### src/rtl/router_tx_fifo_nsyn.sv
`default_nettype none
// ============================================================================
// Module      : router_tx_fifo_nsyn
// Description : Frame FIFO (WISHBONE write side) feeding an N-bit-parallel
//               serializer that shifts frames out LSB-beat first.
// Revision    : 1.0 - initial release
// ============================================================================
module router_tx_fifo_nsyn #(
    parameter int pFrameBits    = 128,
    parameter int pBitsParallel = 4,
    parameter int pDepthLog2    = 3,
    parameter int pClkDiv       = 1
) (
    input  logic                     clk_i,
    input  logic                     rst_ni,
    input  logic                     cs_i,
    input  logic                     cyc_i,
    input  logic                     stb_i,
    input  logic                     we_i,
    output logic                     ack_o,
    input  logic [pFrameBits-1:0]    dat_i,
    input  logic                     cts_i,
    output logic [pBitsParallel-1:0] txd_o,
    output logic                     sync_o,
    output logic                     empty_o,
    output logic                     full_o,
    output logic [pDepthLog2:0]      level_o,
    output logic                     busy_o
);

    localparam int c_BEATS  = pFrameBits / pBitsParallel;
    localparam int c_BEAT_W = (c_BEATS > 1) ? $clog2(c_BEATS) : 1;
    localparam int c_PS_W   = $clog2(pClkDiv + 1);
    localparam int c_DEPTH  = 2 ** pDepthLog2;

    localparam logic [c_BEAT_W-1:0]   c_LAST_BEAT = c_BEAT_W'(c_BEATS - 1);
    localparam logic [c_BEAT_W-1:0]   c_BEAT_ONE  = c_BEAT_W'(1);
    localparam logic [c_PS_W-1:0]     c_PS_LAST   = c_PS_W'(pClkDiv - 1);
    localparam logic [c_PS_W-1:0]     c_PS_ONE    = c_PS_W'(1);
    localparam logic [pDepthLog2-1:0] c_PTR_ONE   = pDepthLog2'(1);
    localparam logic [pDepthLog2:0]   c_LVL_ONE   = (pDepthLog2 + 1)'(1);
    localparam logic [pDepthLog2:0]   c_LVL_FULL  = (pDepthLog2 + 1)'(c_DEPTH);

    typedef enum logic [0:0] {
        ST_IDLE  = 1'b0,
        ST_SHIFT = 1'b1
    } state_t;

    state_t                  r_state;
    logic [pFrameBits-1:0]   r_mem [c_DEPTH];
    logic [pDepthLog2-1:0]   r_wr_ptr;
    logic [pDepthLog2-1:0]   r_rd_ptr;
    logic [pDepthLog2:0]     r_level;
    logic                    r_empty;
    logic                    r_full;
    logic [c_PS_W-1:0]       r_ps;
    logic [c_BEAT_W-1:0]     r_beat;
    logic [pFrameBits-1:0]   r_shift;
    logic                    r_sync;

    logic                    w_push;
    logic                    w_pop;
    logic                    w_tick;
    logic                    w_frame_end;
    logic [pDepthLog2:0]     w_level_nxt;

    assign ack_o       = cs_i & cyc_i & stb_i & (~we_i | ~r_full);
    assign w_push      = ack_o & we_i;
    assign w_tick      = (r_ps == c_PS_LAST);
    assign w_frame_end = (r_state == ST_IDLE) | (r_beat == c_LAST_BEAT);
    // Pop decision uses the registered empty flag, so a fresh push is seen one cycle later.
    assign w_pop       = w_tick & w_frame_end & ~r_empty & cts_i;

    always_comb begin
        w_level_nxt = r_level;
        if (w_push && !w_pop) begin
            w_level_nxt = r_level + c_LVL_ONE;
        end else if (!w_push && w_pop) begin
            w_level_nxt = r_level - c_LVL_ONE;
        end
    end

    always_ff @(posedge clk_i) begin
        if (w_push) begin
            r_mem[r_wr_ptr] <= dat_i;
        end
    end

    always_ff @(posedge clk_i) begin
        if (!rst_ni) begin
            r_wr_ptr <= '0;
            r_rd_ptr <= '0;
            r_level  <= '0;
            r_empty  <= 1'b1;
            r_full   <= 1'b0;
        end else begin
            if (w_push) begin
                r_wr_ptr <= r_wr_ptr + c_PTR_ONE;
            end
            if (w_pop) begin
                r_rd_ptr <= r_rd_ptr + c_PTR_ONE;
            end
            r_level <= w_level_nxt;
            r_empty <= (w_level_nxt == '0);
            r_full  <= (w_level_nxt == c_LVL_FULL);
        end
    end

    always_ff @(posedge clk_i) begin
        if (!rst_ni) begin
            r_state <= ST_IDLE;
            r_ps    <= '0;
            r_beat  <= '0;
            r_shift <= '1;
            r_sync  <= 1'b0;
        end else begin
            r_ps   <= w_tick ? '0 : r_ps + c_PS_ONE;
            r_sync <= 1'b0;
            if (w_tick) begin
                if (w_pop) begin
                    r_state <= ST_SHIFT;
                    r_shift <= r_mem[r_rd_ptr];
                    r_beat  <= '0;
                    r_sync  <= 1'b1;
                end else if (r_state == ST_SHIFT) begin
                    if (r_beat == c_LAST_BEAT) begin
                        r_state <= ST_IDLE;
                        r_shift <= '1;
                    end else begin
                        r_shift <= {{pBitsParallel{1'b1}}, r_shift[pFrameBits-1:pBitsParallel]};
                        r_beat  <= r_beat + c_BEAT_ONE;
                    end
                end
            end
        end
    end

    assign txd_o   = r_shift[pBitsParallel-1:0];
    assign sync_o  = r_sync;
    assign empty_o = r_empty;
    assign full_o  = r_full;
    assign level_o = r_level;
    assign busy_o  = (r_state == ST_SHIFT);

endmodule
`default_nettype wire

### config.mk
export PLATFORM = sky130hd
export DESIGN_NAME = router_tx_fifo_nsyn
export DESIGN_NICKNAME = d
export VERILOG_FILES = /design/src/rtl/router_tx_fifo_nsyn.sv
export SDC_FILE = /design/constraint.sdc
export NUM_CORES = 1
export LEC_CHECK = 0
export CORE_ASPECT_RATIO = 0.75
export CORE_MARGIN = 2
export CORE_UTILIZATION = 35
export CTS_CLUSTER_DIAMETER = 40
export DETAILED_ROUTE_END_ITERATION = 6
export GPL_ROUTABILITY_DRIVEN = 1
export SYNTH_ARGS = -nofsm -noshare
export SYNTH_HDL_FRONTEND = slang
export SYNTH_SLANG_ARGS = --single-unit
### constraint.sdc
create_clock -name clk_i -period 14.49 [get_ports clk_i]
set_input_delay 1.449 -clock clk_i [delete_from_list [all_inputs] [get_ports clk_i]]
set_output_delay 1.449 -clock clk_i [all_outputs]
set_load 0.01 [all_outputs]
Word level (Yosys, flattened, before mapping)

Memory sizes are Yosys's and may differ from the RTL's. A register that Yosys moved wholly into a read port is not among the register bits.
Cells that the tools add are included.

Add/subtract/negate cells: 6
Multipliers: 0
Div/mod/pow operators: 0
Magnitude comparators: 0
Equality and inequality tests: 3
Shifts and indexed selects: 0
Mux-type cells: 16
Bitwise operators: 15
Reduce and logical (&&, ||, !) cells: 10

Operators by type and width:

| cell                                                               | number |
|---|---|
| 128-bit 2-to-1 mux                                                 | 2 |
| 124-bit 2-to-1 mux                                                 | 1 |
| 5-bit 2-to-1 mux                                                   | 3 |
| 4-bit 2-to-1 mux                                                   | 2 |
| 1-bit bitwise AND                                                  | 7 |
| 3-bit by 1-bit adder with 3-bit output, second input constant      | 2 |
| 1-bit 2-to-1 mux                                                   | 6 |
| 3-bit 2-to-1 mux                                                   | 2 |
| 1-bit inverter                                                     | 6 |
| 5-bit by 1-bit adder with 5-bit output, second input constant      | 1 |
| 5-bit == test, second input constant                               | 1 |
| 4-bit by 1-bit adder with 4-bit output, second input constant      | 1 |
| 4-bit == test, second input constant                               | 1 |
| 4-bit logical NOT                                                  | 1 |
| 2-bit AND reduction                                                | 2 |
| 4-bit by 1-bit subtractor with 4-bit output, second input constant | 1 |
| 3-bit AND reduction                                                | 1 |
| 1-bit logical AND                                                  | 2 |
| 1-bit logical NOT                                                  | 2 |
| 2-bit != test, second input constant                               | 1 |
| 1-bit bitwise OR                                                   | 2 |
| 2-bit nonzero test                                                 | 1 |
| 2-bit OR reduction                                                 | 1 |
| 1-bit adder, second input constant                                 | 1 |

Bits in registers: 148
Bits in latches: 0
Bits in writable memories: 1024
ROM bits: 0
Logic and storage cells: 61
Memories: 1

Memory list:

| name  | depth | width | read ports | clocked after memory_dff | write ports | RTL line | text |
|---|---|---|---|---|---|---|---|
| r_mem | 8     | 128   | 1          | 1                        | 1           | 50       | `logic [pFrameBits-1:0] r_mem [c_DEPTH];` |

Logic depth before layout (Yosys ltp)

Depth after elaboration: 9
Gate-level depth with buffers: 12
Depth with buffers taken out: 8

Worst setup path after synthesis

Ideal clock, no wire load.

Kind: input-to-reg
Start: input we_i
End: memory r_mem[0][0], enable pin
Library setup time: 929 ps
Arrival: 13927 ps
Required time: 13561 ps
Setup slack: -366 ps
Stages on the path: 3
Path buffers: 0
Cell sequence: nor2b_1 -> nand2_1 -> nor4_1

Cells in the longest elaborated chain, start to end: 6

RTL lines:

| item                                     | RTL line | text |
|---|---|---|
| start, declared                          | 19       | `input logic we_i,` |
| 1-bit inverter                           | 67       | `assign ack_o = cs_i & cyc_i & stb_i & (~we_i \| ~r_full);` |
| 1-bit bitwise OR                         | 67       |  |
| 1-bit bitwise AND                        | 67       |  |
| 1-bit bitwise AND *                      | 68       | `assign w_push = ack_o & we_i;` |
| 1-bit 2-to-1 mux *                       | 84       | `if (w_push) begin` |
| 1-bit 2-to-1 mux (implied by the code) * | 85       | `r_mem[r_wr_ptr] <= dat_i;` |
| end, declared                            | 50       |  |

Mark *: on every way between the ends. The rest lies on a longest branch, timed or not.

Worst setup path in the final report

Start: input stb_i
End: memory r_mem[5][44], enable pin

Cells in the longest elaborated chain, start to end: 5

RTL lines:

| item                                   | RTL line | text |
|---|---|---|
| start, declared                        | 18       | `input logic stb_i,` |
| 1-bit bitwise AND (2 in a row)         | 67       |  |
| 1-bit bitwise AND                      | 68       |  |
| 1-bit 2-to-1 mux                       | 84       |  |
| 1-bit 2-to-1 mux (implied by the code) | 85       |  |

Every way passes these cells.

==> impl_metrics.json <==
{
  "place_congestion": 0.7344,
  "cts_buffers": 135,
  "yosys.cell_types.count": 41,
  "cts-root-buf": "clkbuf_16",
  "die_height_um": 313.4,
  "cts.clk_slew.worst_paths_ns": 0.06,
  "die-area_um2": 130600,
  "dr.pass1.iters": 5,
  "antenna_found_initial": 31,
  "synth.ff_latch_count": 1175,
  "nets": 2496,
  "slew_viol_final": 0,
  "holdCritPathClass": "reg2reg",
  "setup_violations": 0,
  "grt_pass1_wl_mm": 151.1,
  "fmax_ghz": 0.2004,
  "dp_hpwl_mm": 50.98,
  "cts_max_level": 4,
  "hold_viol": 0,
  "clock_latency_ns": 0.75,
  "cp-end-kind": "register",
  "wl_mm": 101.1,
  "clock-sinks": 1175,
  "syn_avg_cell_area_um2": 20.41,
  "io-pin-count": 148,
  "post_cts_buffers": 0,
  "cts_buffer_depth": 3,
  "layout-drive-gt1-share_pct": 26.35,
  "clockPowerShare_pct": 43.8,
  "fin_skew_ns": 0.02951,
  "whs_path_depth": 2,
  "io_buffers": 147,
  "viasPerCell": 5.232,
  "syn_area_um2": 44680,
  "power_density_nw_per_um2": 148.2,
  "cts.repair.resized": 0,
  "grt_pass1_vias": 23040,
  "drt_iter0_drc": 1597,
  "wl_per_cell_um": 24.41,
  "crit_type": "in2reg",
  "hold_buffers": 0,
  "cp-start-kind": "input port",
  "num_rows": 113,
  "synthArstFlopShare_pct": 0,
  "peakVddDrop_mv": 0.1002,
  "seqCellArea_um2": 33780,
  "areaGrowthSynthToFinish_pct": 17.16,
  "swShare_pct": 22.05,
  "yosys_warnings": 0,
  "worst_slew_pin_slew_ns": 1.209,
  "period_share_pct": 34.43,
  "finalPower_w": 0.007755,
  "ant_nets": 0,
  "rsz0062_at_grt": "no",
  "fin_crit_ns": 4.989,
  "grtUsageTotal_pct": 15.55,
  "multi_input_area_um2": 10140,
  "synth_fp_nets": 2330,
  "die_w_um": 416.6,
  "synth-edff-count": 1024,
  "cp_max_fo": 54,
  "r2r_cells": 6,
  "power_leakage_nw": 16.58,
  "synth_seq_area_share_pct": 75.59,
  "max-slew-margin-rel_pct": 19.42,
  "seq_power_share_pct": 49.1,
  "crit_required_ns": 14.84,
  "fill_cells": 11000,
  "intPower_w": 0.006045,
  "arrival_ns": 5.34,
  "drc_errors": 0,
  "vias": 21670,
  "cts_tree": "done",
  "core_um2": 126700,
  "drv_cap": 0,
  "p_sw_w": 0.001710,
  "ys.flop_type": "edfxtp_1",
  "power_frac_comb_pct": 7.1,
  "outcome": "finished, final reports clean",
  "netlist_instances": 2189,
  "initial_core_util_pct": 35.27,
  "setup_tns_ns": 0,
  "grt_max_degree": 129,
  "overflow": 0
}
[power by group through the flow]
stage | clock [W] | sequential, W | combinational [W]
detailed placement | 0 | 0.00387 | 0.000557
CTS | 0.00348 | 0.00381 | 0.000560
floorplan | 0 | 0.00385 | 0.000407
global route | 0.00361 | 0.00381 | 0.000608
finish | 0.00340 | 0.00380 | 0.000551
global placement | 0 | 0.00387 | 0.000546
[cells by family (layout without fill, tap and decap cells)]
kind of cell | after synthesis | in the layout | synth area share [%]
compound gates | 271 | 271 | 4.215
xor+xnor | 9 | 9 | 0.1764
fa+ha+maj | 6 | 6 | 0.1680
buf+inv | 153 | 431 | 1.876
flops | 1175 | 1175 | 75.59
mux | 385 | 385 | 16.15
other cells | 1 | 9 | 0.008393
simple gates | 189 | 189 | 1.815
[final timing paths]
check | startpoint | to | slack [ns]
setup / recovery | stb_i | r_mem[5][44]$_DFFE_PP_ | 9.50
hold / removal | r_shift[27]$_SDFFE_PN1P_ | r_shift[27]$_SDFFE_PN1P_ | 0.48
setup reg to reg | full_o$_SDFF_PN0_ | r_mem[5][44]$_DFFE_PP_ | 10.32
hold reg to reg | r_shift[27]$_SDFFE_PN1P_ | r_shift[27]$_SDFFE_PN1P_ | 0.48
[cell usage in the layout (no fill, tap or decap), types with 4 or more instances in the layout]
cell / n
o211ai_1: 126
nor2b_1: 7
clkbuf_8: 9
edfxtp_1: 1024
clkbuf_1: 25
mux4_2: 256
nand2b_1: 5
dfxtp_1: 148
xnor2_1: 5
clkinv_1: 9
bufinv_16: 11
ha_1: 6
nor2_1: 7
mux2_2: 128
inv_6: 14
clkbuf_16: 140
clkinv_2: 15
nand2_1: 140
o22ai_1: 129
xor2_1: 4
clkinv_4: 7
nor3_2: 4
a21oi_1: 4
clkdlybuf4s50_1: 146
buf_4: 28
clkinvlp_4: 12
buf_12: 4
diode_2: 8
and2_1: 8
[final cells by class]
class / count / area share (%)
antenna: 8 / 0.03825
clock buffer: 174 / 7.109
clock inverter: 75 / 1.559
inverter: 3 / 0.02151
multi-input combinational: 861 / 19.38
sequential: 1175 / 64.54
tap: 1667 / 3.985
timing repair buffer: 179 / 3.368
[metrics by stage]
stage | setup WS [ns] | hold WS (ns) | cells | utilization (%) | cell area, µm²
6_report | 9.501 | 0.4830 | 4142 | 41.32 | 52340
5_1_grt | 9.187 | 0.5026 | 4141 | 41.32 | 52340
2_1_floorplan | 3.082 | 0.4555 | 2189 | - | 44690
3_5_place_dp | 8.580 | 0.4724 | 3885 | 37.72 | 47790
4_1_cts | 9.384 | 0.4864 | 4134 | 41.30 | 52320
3_3_place_gp | 8.544 | 0.4644 | 3885 | 37.72 | 47790
[flip-flops by register name (all words and copies together), names as in the netlist, named ones only]
name,count
r_ps,1
sync_o,1
r_mem,1024
level_o,4
busy_o,1
r_beat,5
r_rd_ptr,3
full_o,1
r_wr_ptr,3
empty_o,1
r_shift,128
[synthesized netlist by cell type (all sizes together) (7+ instances only)]
cell type	n	area, µm²
edfxtp	1024	30750
mux4	256	5766
dfxtp	151	3023
nand2	141	529.3
o22ai	129	807.0
mux2	128	1441
o211ai	127	958.4
buf	76	549.3
clkbuf	74	277.8
nor2	10	37.54
and2	8	50.05
nor2b	7	43.79
[critical path: stages]
cell,delay (ns)
clkdlybuf4s50_1,0.48
nand3_1,0.12
nor2_1,0.28
nand2_1,0.28
nor2_4,0.87
buf_4,0.92
buf_4,0.87
[layer usage]
metal | global-route usage, % | routed length (µm)
met1 | 19.59 | 42230
met2 | 26.45 | 50890
met3 | 3.490 | 5499
met4 | 5.575 | 2288
met5 | 0 | 222
(Power assumes the default switching activity.)
